[config.mk]
export PLATFORM = sky130hd
export DESIGN_NAME = piso_shift_ctrl
export DESIGN_NICKNAME = d
export VERILOG_FILES = /design/src/rtl/piso_shift_ctrl.sv
export SDC_FILE = /design/constraint.sdc
export NUM_CORES = 1
export LEC_CHECK = 0
export CORE_MARGIN = 2
export CORE_UTILIZATION = 47
export CTS_CLUSTER_SIZE = 8
export DETAILED_ROUTE_END_ITERATION = 16
export GPL_TIMING_DRIVEN = 0
export PLACE_DENSITY = 0.77
export SLEW_MARGIN = 40
export SYNTH_ARGS = -nofsm -noshare
export SYNTH_HDL_FRONTEND = slang
export SYNTH_SLANG_ARGS = --single-unit
[constraint.sdc]
create_clock -name cp -period 2.05 [get_ports cp]
set_input_delay 0.41 -clock cp [delete_from_list [all_inputs] [get_ports cp]]
set_output_delay 0.41 -clock cp [all_outputs]
set_load 0.05 [all_outputs]
[src/rtl/piso_shift_ctrl.sv]
// piso_shift_ctrl: sequencer for an 8-bit parallel-load / serial-out shift register.
// It accepts words over valid/ready, issues a one-cycle active-low parallel load and
// paces one shift enable every DIV clocks, MSB first. It mirrors the serial bit and
// reports busy/done.
// Optional feature: define PARITY_EN to append an even-parity bit slot after the data
// bits. Without the macro, no parity state or parity logic exists.
module piso_shift_ctrl #(
    parameter int WIDTH = 8,
    parameter int DIV   = 4,
    parameter int GAP   = 1
) (
    input  logic             cp,
    input  logic             rst_n,
    input  logic [WIDTH-1:0] in_data,
    input  logic             in_valid,
    output logic             in_ready,
    input  logic             abort,
    output logic [WIDTH-1:0] p_out,
    output logic             pl_n,
    output logic             sh_en,
    output logic             ds,
    output logic             ser_bit,
    output logic             busy,
    output logic             done
);

    localparam int BW = (WIDTH > 1) ? $clog2(WIDTH) : 1;
    localparam int DW = (DIV > 1) ? $clog2(DIV) : 1;
    localparam int GW = (GAP > 1) ? $clog2(GAP) : 1;

    typedef enum logic [2:0] {
        S_IDLE  = 3'd0,
        S_LOAD  = 3'd1,
        S_SHIFT = 3'd2,
`ifdef PARITY_EN
        S_PAR   = 3'd3,
`endif
        S_GAP   = 3'd4
    } state_t;

    state_t           state;
    state_t           state_nxt;
    state_t           post_state;
    logic [DW-1:0]    div_cnt;
    logic [DW-1:0]    div_nxt;
    logic [BW-1:0]    bit_cnt;
    logic [BW-1:0]    bit_nxt;
    logic [GW-1:0]    gap_cnt;
    logic [GW-1:0]    gap_nxt;
    logic [BW-1:0]    idx;
    logic [WIDTH-1:0] hold;
    logic             in_ready_q;
    logic             pl_n_q;
    logic             sh_en_q;
    logic             done_q;
    logic             busy_q;
    logic             ser_bit_q;
    logic [WIDTH-1:0] p_out_q;
    logic             sh_nxt;
    logic             done_nxt;
    logic             busy_nxt;
    logic             ser_nxt;
    logic             div_last;
    logic             bit_last;

    // A frame that ends (normally or by abort) skips the gap state when GAP is zero.
    assign post_state = (GAP == 0) ? S_IDLE : S_GAP;
    assign div_last   = (div_cnt == DW'(DIV - 1));
    assign bit_last   = (bit_cnt == BW'(WIDTH - 1));

    // Next state and counter values. Registered outputs are derived from these, so each
    // output lines up with the cycle its state applies to.
    always_comb begin
        state_nxt = state;
        div_nxt   = div_cnt;
        bit_nxt   = bit_cnt;
        gap_nxt   = gap_cnt;
        case (state)
            S_IDLE: begin
                if (in_valid && in_ready_q) state_nxt = S_LOAD;
            end
            S_LOAD: begin
                state_nxt = S_SHIFT;
                div_nxt   = '0;
                bit_nxt   = '0;
            end
            S_SHIFT: begin
                if (abort) begin
                    state_nxt = post_state;
                    gap_nxt   = '0;
                end else if (div_last) begin
                    div_nxt = '0;
                    if (bit_last) begin
`ifdef PARITY_EN
                        state_nxt = S_PAR;
`else
                        state_nxt = post_state;
                        gap_nxt   = '0;
`endif
                    end else begin
                        bit_nxt = bit_cnt + 1'b1;
                    end
                end else begin
                    div_nxt = div_cnt + 1'b1;
                end
            end
`ifdef PARITY_EN
            S_PAR: begin
                if (abort || div_last) begin
                    state_nxt = post_state;
                    gap_nxt   = '0;
                end else begin
                    div_nxt = div_cnt + 1'b1;
                end
            end
`endif
            S_GAP: begin
                if (gap_cnt == GW'(GAP - 1)) state_nxt = S_IDLE;
                else gap_nxt = gap_cnt + 1'b1;
            end
            default: state_nxt = S_IDLE;
        endcase
    end

    // Output values for the coming cycle, computed from the next state and counters.
    always_comb begin
        sh_nxt   = 1'b0;
        done_nxt = 1'b0;
        busy_nxt = 1'b0;
        ser_nxt  = 1'b0;
        idx      = BW'(WIDTH - 1) - bit_nxt;
        case (state_nxt)
            S_LOAD: begin
                busy_nxt = 1'b1;
                ser_nxt  = in_data[WIDTH-1];
            end
            S_SHIFT: begin
                busy_nxt = 1'b1;
                ser_nxt  = hold[idx];
                if (div_nxt == DW'(DIV - 1)) begin
                    sh_nxt = 1'b1;
`ifndef PARITY_EN
                    done_nxt = (bit_nxt == BW'(WIDTH - 1));
`endif
                end
            end
`ifdef PARITY_EN
            S_PAR: begin
                busy_nxt = 1'b1;
                ser_nxt  = ^hold;
                if (div_nxt == DW'(DIV - 1)) begin
                    sh_nxt   = 1'b1;
                    done_nxt = 1'b1;
                end
            end
`endif
            default: begin
                busy_nxt = 1'b0;
            end
        endcase
    end

    // Single FSM register: state, counters, captured word and all registered outputs.
    always_ff @(posedge cp) begin
        if (!rst_n) begin
            state      <= S_IDLE;
            div_cnt    <= '0;
            bit_cnt    <= '0;
            gap_cnt    <= '0;
            hold       <= '0;
            p_out_q    <= '0;
            in_ready_q <= 1'b0;
            pl_n_q     <= 1'b1;
            sh_en_q    <= 1'b0;
            done_q     <= 1'b0;
            busy_q     <= 1'b0;
            ser_bit_q  <= 1'b0;
        end else begin
            state   <= state_nxt;
            div_cnt <= div_nxt;
            bit_cnt <= bit_nxt;
            gap_cnt <= gap_nxt;
            if (state == S_IDLE && state_nxt == S_LOAD) begin
                hold    <= in_data;
                p_out_q <= in_data;
            end
            in_ready_q <= (state_nxt == S_IDLE);
            pl_n_q     <= (state_nxt != S_LOAD);
            sh_en_q    <= sh_nxt;
            done_q     <= done_nxt;
            busy_q     <= busy_nxt;
            ser_bit_q  <= ser_nxt;
        end
    end

    // An abort in the current cycle suppresses any shift or completion pulse scheduled for it.
    assign sh_en    = sh_en_q & ~abort;
    assign done     = done_q & ~abort;
    assign in_ready = in_ready_q;
    assign pl_n     = pl_n_q;
    assign busy     = busy_q;
    assign ser_bit  = ser_bit_q;
    assign p_out    = p_out_q;
    assign ds       = 1'b0;

endmodule

# Word-level counts from Yosys, hierarchy flattened
# Cells that the tools add are included.
# word_totals
ff_bits,23
latch_bits,0
mem_bits_rw,0
mem_bits_ro,0
input_bits,12
output_inout_bits,15
elab_cells,63
mem_count,0
# classes
addsub,4
n_mul,0
div,0
order_cmp,1
n_eq_ne,12
shift,0
n_mux,23
bitwise_logic,3
reduce_logical,9
# ops
operator,count
$mux 3,8
$pmux 3 s4,1
$eq 3x3->1 const B,3
$mux 1,7
$eq 3x1->1 const B,2
$eq 3x2->1 const B,2
$logic_not 3->1,2
$ne 3x3->1 const B,2
$pmux 3 s2,1
$reduce_and 3->1,2
$eq 2x2->1 const B,2
$lt 3x4->1 const B,1
$mux 2,2
$pmux 1 s2,2
$pmux 2 s2,1
$add 3x1->3 const B,1
$bmux 1 s3,1
$ne 3x1->1 const B,1
$sub 3x3->3 const A,1
$add 2x1->2 const B,1
$and 1x1->1,2
$logic_and 1x1->1,2
$reduce_and 2->1,1
$reduce_bool 2->1,1
3 further kinds,3

# Logic depth before layout (Yosys ltp)
# Gate-level depths: netlist (run 1).
# logic_depth
depth_word,9
mapped_depth,7
depth_no_buf,7

# Worst setup path after synthesis (run 1)
# No wires, ideal clock.
# synth_timing
path_kind,register to register
from,register bit_cnt[0]
to,"register ser_bit_q, in the netlist ser_bit"
setup_time_ns,0.117
arrival_time_ns,1.563
required_time_ns,1.933
setup_slack_ns,0.370
path_stages_with_launch,8
path_buffers,0
period_less_slack_ns,1.680
path_cell_list,dfxtp_1 -> ha_1 -> nand2_1 -> nand3_1 -> o31ai_1 -> a221oi_1 -> mux2i_1 -> o2bb2ai_1
# synth_between
elab_chain_cells,9
word_cells_on_any_way,16
classes_between,add/sub (2); eq/ne (3); mux (11)
# synth_lines
element,line_no,source
"start, declared",46,logic [BW-1:0] bit_cnt;
"start signal, assigned",181,bit_cnt <= bit_nxt;
$add 3x1->3 / $eq 3x3->1 (equally long branches),"101, 69",
$mux 3,93,if (bit_last) begin
$mux 3,91,end else if (div_last) begin
$mux 3,88,if (abort) begin
$pmux 3 s2,78,case (state)
$sub 3x3->3,131,idx = BW'(WIDTH - 1) - bit_nxt;
$bmux 1 s3,139,ser_nxt = hold[idx];
$mux 1 (not written as such),139,
$pmux 1 s2 *,132,case (state_nxt)
"end signal, assigned",192,ser_bit_q <= ser_nxt;
"end, declared",57,logic ser_bit_q;
# Every way passes the cells marked *; elsewhere a longest branch is shown, timed or not. The select of a mux whose other input is x is not followed.
# A chain may end at the register's enable or synchronous reset.

# Worst setup path after layout (run 1)
# layout_timing
from,"register p_out_q[4], in the netlist p_out[4]"
to,output port p_out[4]
# layout_lines
element,line_no,source
"start, declared",58,logic [WIDTH-1:0] p_out_q;
"start signal, assigned",185,p_out_q <= in_data;
"end, declared",18,"output logic [WIDTH-1:0] p_out,"
# No word-level cell between the ends.

==> impl_metrics.toml, run 1 <==
[synthesis]
synth.most_common_cell = "dfxtp_1"
synth_top_cell_area_share = 0.407
yosysTopAreaCell = "dfxtp_1"
synth_fa_ha_area_frac = 0.0231
synth-compound-area-share = 0.130
netlist_area_um2 = 1080
synthesis.nets = 121
synth_top_family_by_area = "simple AND/OR/NAND/NOR gates"
ys_warn_count = 0
syn_avg_cell_area_um2 = 10.1
async_reset_ff_frac = 0
synth-xor-area-share = 0.00810
synth_area_leaders = "dfxtp_1, mux2i_1, nor2b_1, nand2_1, a32oi_4"
synthSimpleGateAreaFrac = 0.227
synth_flop_cell = "dfxtp_1"
synth_cells = 107
synth.area.mux_share = 0.148
synth_edf_count = 0
ys_ff_latch = 22
synth_common_cells = "dfxtp_1, mux2i_1, nor2b_1"
seq_area_frac_synth = 0.407
synth_cell_types = 37

[timing]
rsz0062_at_grt = "no"
finalHoldViolCount = 0
fmax_ghz = 0.524
setup_tns_ps = 0
hold_ws_ps = 548
finalSetupViolCount = 0
relSlewSlack = 0.662
worst_slew_pin_slew_ps = 505
post-route-min-period_ps = 1910
skew_ps = 0.895
drv_slew = 0
fin_crit_sh = 0.930
timing.final.ws_setup_ps = 143

[clock_network]
post-cts-setup-buffers = 0
insertion_delay_ps = 290
holdBufCountCts = 0
cts_buffers = 3
h-tree-depth = 1
cts_root_buffer = "clkbuf_4"
path_clk_slew_ps = 100
clk_path_buf_depth = 2
cts_tree = "yes"
clkSinkCount = 22

[placed_design]
place_area_um2 = 1370
dp_slack_ps = -313
dp_hpwl_um = 1560
gp_congestion = 0.842
io_buffers = 25

[power]
power.internal_uw = 588
clockPowerShare = 0.223
power.share.combinational = 0.217
power_density_nw_per_um2 = 583
leakagePower_uw = 0.000569
sw_frac_of_total = 0.278
vdd_drop_max_mv = 0.485
netSwitchingPower_uw = 226
sequentialPowerShare = 0.560

[detailed_routing]
wl_met2_um = 1050
drc = 0
via_per_inst = 5.16
wl_um = 2100
dr_wl_met3_um = 82
routed-via-count = 841
top_layer_used = "met4"
met1_length_um = 953
post_drt_wl_per_cell_um = 12.9
first_iter_violations = 17
antenna_left = 0
first_pass_iters = 4

[layout]
antennaDiodeCount = 0
final_util = 0.638
drive_gt1_frac = 0.141
nets = 151
fin_area_um2 = 1400
area_delta_synth_final_pct = 29.3

[critical_path]
r2r-end = "ser_bit"
slowest_delay_ps = 820
crit_required_ps = 1640
start_kind = "flop"
end_kind = "output port"
rr_worst_depth = 7
crit_family = "buffers and inverters"
crit_chain = "clkdlybuf4s50_1"
crit_slowest_cell = "clkdlybuf4s50_1"
crit_fanout = 3
crit_arrival_ps = 1500
worstReg2RegStart = "bit_cnt[0]"
r2r_slack_ps = 170
crit_type = "flop to output port"
cp_num_buf_inv = 1

[hold_path]
hp-start = "p_out[5]"
holdPathEnd = "p_out[5]"
hold_class = "flop to flop"
whs_path_depth = 2

[global_routing]
grt.overflow.total = 0
grt_use_total = 0.168
antenna_found_initial = 0
grt_pass1_vias = 767
grt_pass1_wl_um = 3420
grt_max_degree = 12

[floorplanning]
die_h_um = 52.0
die_w_um = 52.0
die_area_um2 = 2700
initial_core_util = 0.493
core_um2 = 2190
io_pins = 27
num_rows = 17

[run]
cap_violations = 0

[run_status]
status = "finished, final reports clean"
worst min-delay path: cells and delay by family, from the launching register on:
| kind | cells | cell delay (ps) |
|---|---|---|
| DFF | 1 | 340 |
| muxes | 1 | 120 |
| and+or+nand+nor | 1 | 50 |
power by group through the flow:
stage	clock network [uW]	registers, uW	logic [uW]
final	181	456	177
after global routing	211	459	189
after floorplan	0	514	63.6
after CTS	193	456	177
after global placement	0	465	174
after detailed placement	0	466	176
placed cells by master, fill, tap and decap left out, types with 2 or more instances in the layout:
cell type        count
and2b_2              2
nor2_1               5
a31oi_1              2
nand2b_1             2
nor2b_1             11
mux2i_1             16
buf_2                2
clkdlybuf4s50_1     22
inv_1                3
nand2_1              8
dfxtp_1             22
o21ai_0              4
and2_1               3
dlygate4sd2_1        2
clkbuf_4             3
ha_1                 2
flip-flops by register name (all words and copies together), names as in the netlist:
name and flops:
done_q 1, ser_bit 1, p_out 8, sh_en_q 1
busy 1, pl_n 1, in_ready 1, div_cnt 2
state 3, bit_cnt 3
how the worst max path moves through the flow:
stage / startpoint / to / slack [ps] / depth (start not counted)
after floorplan: bit_cnt[0] / ser_bit / 370 / 7
after global placement: abort / ser_bit / -270 / 6
after detailed placement: abort / ser_bit / -310 / 6
after CTS: abort / done / 4 / 3
after global routing: bit_cnt[0] / ser_bit / 10 / 7
final: p_out[4] / p_out[4] / 140 / 1
repair_timing:
item / CTS / global route
resized for setup: 2 / 3
endpoints found under the setup margin: 2 / 3
pin swaps: 0 / 1
cell type report:
| class | instances | area (um2) |
|---|---|---|
| sequential | 22 | 440 |
| clock buffer | 3 | 22.5 |
| multi-input combinational | 76 | 592 |
| tap | 28 | 35.0 |
| timing repair buffer | 25 | 250 |
| buffer | 6 | 46.3 |
| fill | 181 | 793 |
| inverter | 3 | 11.3 |
cells by family after synthesis:
group	after synthesis
adders and majority gates	2
and+or+nand+nor	41
DFF	22
muxes	16
xor gates and xnor gates	1
other	1
AOI/OAI and AO/OA	15
buffers and inverters	9
metrics by stage:
step | cells | power [uW]
finish | 163 | 814
global route | 163 | 858
CTS | 163 | 826
detailed placement | 160 | 642
global placement | 160 | 639
floorplan | 107 | 577
metal layers:
metal	track usage	vias up
met5	0	-
met4	0.0658	0
met3	0.0172	4
met2	0.274	22
met1	0.225	393
li1	-	422
(Power assumes the default switching activity.)
==> inputs of run 2 (changes only) <==
RECOVER_POWER = 25   (was default)
==> run 2 against run 1 <==
Effect of this change: sequential cell count stayed put; clock skew hardly changed; final cell count stayed put; worst setup slack hardly changed; via count is 0.48% higher; fmax hardly changed; register-to-register slack hardly changed; non-clock buffer count stayed put; critical path depth stayed put; total power hardly changed; largest power group unchanged.
==> impl_metrics.toml, run 2 (synthesis gave the netlist of run 1 again) <==
[critical_path]
cp_num_buf_inv = 1
r2r_slack_ps = 170
worstReg2RegStart = "bit_cnt[0]"
crit_required_ps = 1640
crit_slowest_cell = "clkdlybuf4s50_1"
slowest_delay_ps = 820
crit_chain = "clkdlybuf4s50_1"
crit_type = "flop to output port"
crit_arrival_ps = 1500
end_kind = "output port"
crit_fanout = 3
rr_worst_depth = 7
setup.worst_path.start = "p_out[4]"
crit_family = "buffers and inverters"
r2r-end = "ser_bit"
start_kind = "flop"

[floorplanning]
die_w_um = 52.0
initial_core_util = 0.493
die_h_um = 52.0
core_um2 = 2190
num_rows = 17
io_pins = 27
die_area_um2 = 2700

[detailed_routing]
routed-via-count = 845
first_iter_violations = 18
via_per_inst = 5.18
drc = 0
antenna_left = 0
first_pass_iters = 4
post_drt_wl_per_cell_um = 12.8
wl_um = 2090

[global_routing]
grt_pass1_vias = 767
grt_pass1_wl_um = 3420
antenna_found_initial = 0
grt_util_met3 = 0.0172
grt_use_total = 0.168
grtUsageMet2 = 0.274
grt.overflow.total = 0
top_usage_layer = "met2"
grt_max_degree = 12
use_met1 = 0.225

[clock_network]
path_clk_slew_ps = 100
clkSinkCount = 22
cts_root_buffer = "clkbuf_4"
h-tree-depth = 1
post-cts-setup-buffers = 0
insertion_delay_ps = 290
clk_path_buf_depth = 2
cts_buffers = 3
cts_tree = "yes"
holdBufCountCts = 0

[layout]
largest_reg_flops = 8
nets = 151
multiInputGateArea_um2 = 592
final_common_cell = "dfxtp_1"
drive_gt1_frac = 0.133
final_util = 0.637
n_fill_cell = 181
seqCellArea_um2 = 440
antennaDiodeCount = 0
layout_common_cells = "dfxtp_1, clkdlybuf4s50_1, mux2i_1, nor2b_1, nand2_1"
area_delta_synth_final_pct = 29.2

[timing]
post-route-min-period_ps = 1910
relSlewSlack = 0.576
drv_slew = 0
rsz0062_at_grt = "no"
hold_ws_ps = 547
timing.final.ws_setup_ps = 143
finalHoldViolCount = 0
finalSetupViolCount = 0
skew_ps = 0.971
fin_crit_sh = 0.930
setup_tns_ps = 0
fmax_ghz = 0.524
worst_slew_pin_slew_ps = 636

[hold_path]
hp-start = "p_out[5]"
whs_path_depth = 2
holdPathEnd = "p_out[5]"
hold_class = "flop to flop"

[run_status]
status = "finished, final reports clean"

[placed_design]
gp_congestion = 0.842
io_buffers = 25
dp_hpwl_um = 1560
dp_slack_ps = -313

[power]
leakagePower_uw = 0.000566
power_density_nw_per_um2 = 583
vdd_drop_max_mv = 0.480

[run]
cap_violations = 0
run 2: cell types whose count changed in the layout (fill, tap and decap cells not counted):
| cell | before | now |
|---|---|---|
| dlygate4sd3_1 | 0 | 1 |
| buf_2 | 2 | 1 |
| clkdlybuf4s50_1 | 22 | 21 |
| clkbuf_1 | 1 | 2 |
run 2: metal layers:
layer | wire length [um] | part of all wire
met1 | 941 | 0.45
met5 | 0 | 0
met2 | 1050 | 0.50
met4 | 14 | 0.0067
met3 | 89 | 0.043
run 2: power by group:
group	total, uW	internal (uW)	switching [uW]
Clock	181	68.4	113
Sequential	456	445	11.4
Combinational	176	74.3	102
Total	814	587	226
run 2: stage by stage:
stage	cells	area, um2	power, uW
2_1_floorplan	107	1080	577
3_3_place_gp	160	1370	639
3_5_place_dp	160	1370	642
4_1_cts	163	1390	826
5_1_grt	163	1400	858
6_report	163	1400	814
run 2: how the worst max path moves through the flow:
| stage | endpoint | slack, ps | depth (start not counted) |
|---|---|---|---|
| after detailed placement | ser_bit | -310 | 6 |
| final | p_out[4] | 140 | 1 |
| after global placement | ser_bit | -270 | 6 |
| after CTS | done | 4 | 3 |
| after global routing | ser_bit | 10 | 7 |
| after floorplan | ser_bit | 370 | 7 |
run 2: cell type report:
type / instances / share of cell area
Clock buffer: 3 / 0.0161
Buffer: 6 / 0.0323
Timing Repair Buffer: 25 / 0.179
Inverter: 3 / 0.00806
Sequential cell: 22 / 0.315
Tap cell: 28 / 0.0251
Multi-Input combinational cell: 76 / 0.424
run 2: timing repair:
action,4_1_cts,5_1_grt
gates resized for setup,2,3
endpoints found under the setup margin,2,3
pin swaps,0,1
==> edit (settings of run 2) <==
Change the parameter `WIDTH` from 8 to 16.
--- a/src/rtl/piso_shift_ctrl.sv
+++ b/src/rtl/piso_shift_ctrl.sv
@@ -5,7 +5,7 @@
 // Optional feature: define PARITY_EN to append an even-parity bit slot after the data
 // bits. Without the macro, no parity state or parity logic exists.
 module piso_shift_ctrl #(
-    parameter int WIDTH = 8,
+    parameter int WIDTH = 16,
     parameter int DIV   = 4,
     parameter int GAP   = 1
 ) (
Ports: changed (resized in_data and p_out); port bits go from 27 to 43. The function was not compared with the original's and may differ.
==> edit against run 2 <==
The flow now finishes with violations (setup timing). Count of clock-buffer cells in the layout up 3. Die area up 35%. Critical path type is now reg -> reg. Area after synthesis up 38%. Critical endpoint is now ser_bit. Cell area up 57%. Sequential cell count up 9. Worst setup slack worse by 0.34 ns. Total power up 72%. Routed wire length up 88%. Non-clock buffer count up 24. Core utilization up 8.6 points.
==> edit: results (changes against run 2) <==
status:
  outcome: "complete, but fails checks"  # was complete, no violations
  violations: "setup timing"
synthesis:
  synth_area_leaders: "dfxtp_1 (42%), nand2_1 (10%), a21boi_0 (8.5%), mux2i_1 (4.7%), and2_1 (2.1%)"  # was dfxtp_1 (41%), mux2i_1 (15%), nor2b_1 (6.4%), nand2_1 (2.8%), a32oi_4 (2.5%)
  synth_compound_area_share_pct: 20.2  # was 13.0%
  seq_area_frac_synth_pct: 41.5  # was 40.7%
  synthXorXnorAreaFrac_pct: 0.586  # was 0.810%
  synth_mux_area_share_pct: 5.69  # was 14.8%
  syn_nets: 195  # was 121
cells_and_area:
  seq_cells: 31  # was 22
  bufAreaShareNonClock_pct: 23.0  # was 21.1%
  fin_nets: 248  # was 151
  multi_input_area_um2: 896  # was 592 um^2
  clockNetworkAreaShare_pct: 3.94  # was 1.61%
  n_all_buffers: 55  # was 31
  nFillCells: 223  # was 181
  nMultiInputCombCells: 128  # was 76
  ff_latch_area_um2: 632  # was 440 um^2
  nClkBuffers: 6  # was 3
  drive_gt1_share_pct: 17.6  # was 13.3%
sta:
  setup_viol: 1  # was 0
  setup_ws_ns: -0.201  # was 0.143 ns
  finalClockSkew_ns: 0.00595  # was 0.000971 ns
global_route:
  grt_usage_pct: 24.6  # was 16.8%
pwr:
  leakage_nw: 0.807  # was 0.566 nW
  ir_worst_vdd_v: 0.000482  # was 0.000480 V
  swShare_pct: 27.6  # was 27.8%
  power_density_nw_per_um2: 640  # was 583 nW/um^2
worst_hold_path:
  min_to: "p_out[4]"  # was p_out[5]
clock_tree:
  clock_latency_ns: 0.34  # was 0.29 ns
  htreeDepth: 2  # was 1
  cts_inserted_buffers: 5  # was 3
route:
  detail_route.iter0.violations: 54  # was 18
  wl_per_cell_um: 14.5  # was 12.8 um
  routed_via_density: 5.18  # about the same
place:
  dp_slack_ns: -1.06  # was -0.313 ns
  port-buffer-count: 41  # was 25
floorplan:
  rows: 20  # was 17
worst_setup_path:
  cp_data_arrival_time_ns: 2.46  # was 1.50 ns
  rr_startpoint: "state[0]"  # was bit_cnt[0]
  slowest_stage: "dfxtp_4"  # was clkdlybuf4s50_1
==> edit: how the worst max path moves through the flow <==
stage               cells past startpoint      end
finish                                  7  ser_bit
global route                            7  ser_bit
CTS                                     7  ser_bit
detailed placement                      8  ser_bit
global placement                        8  ser_bit
floorplan                               7  ser_bit
==> edit: what timing repair did <==
action                     CTS  global route
pin swaps                    3             2
setup buffers                8             0
resized for setup           27             6
hold buffers                 0             0
setup endpoints to repair    6            10
==> edit: logic make-up (layout without fill, tap and decap cells) <==
kind of cell,Yosys count,after routing
AOI/OAI and AO/OA,39,39
xor gates and xnor gates,1,1
adders and majority gates,2,2
buffers and inverters,14,68
DFF,31,31
muxes,8,8
other,1,1
and+or+nand+nor,77,77
==> edit: through the flow <==
| stage | total power, mW | cells | hold slack [ns] | setup TNS [ns] |
|---|---|---|---|---|
| 6_report | 1.40 | 271 | 0.487 | -0.201 |
| 5_1_grt | 1.45 | 271 | 0.515 | -1.42 |
| 4_1_cts | 1.41 | 273 | 0.489 | -0.196 |
| 3_5_place_dp | 0.910 | 258 | 0.476 | -5.30 |
| 3_3_place_gp | 0.905 | 258 | 0.468 | -3.91 |
| 2_1_floorplan | 0.805 | 173 | 0.491 | -0.245 |
==> edit: power by group through the flow <==
stage | combinational, mW | clock [mW] | sequential [mW]
global placement | 0.247 | 0 | 0.657
floorplan | 0.0727 | 0 | 0.733
finish | 0.252 | 0.504 | 0.645
CTS | 0.257 | 0.510 | 0.644
global route | 0.269 | 0.529 | 0.648
detailed placement | 0.253 | 0 | 0.658
==> edit: layer usage <==
layer | track usage (%) | vias to the layer above | part of all wire (%)
met4 | 10.8 | 0 | 1.9
li1 | - | 708 | -
met5 | 0 | - | 0
met2 | 43.2 | 47 | 51
met3 | 8.74 | 6 | 5.8
met1 | 26.7 | 642 | 41
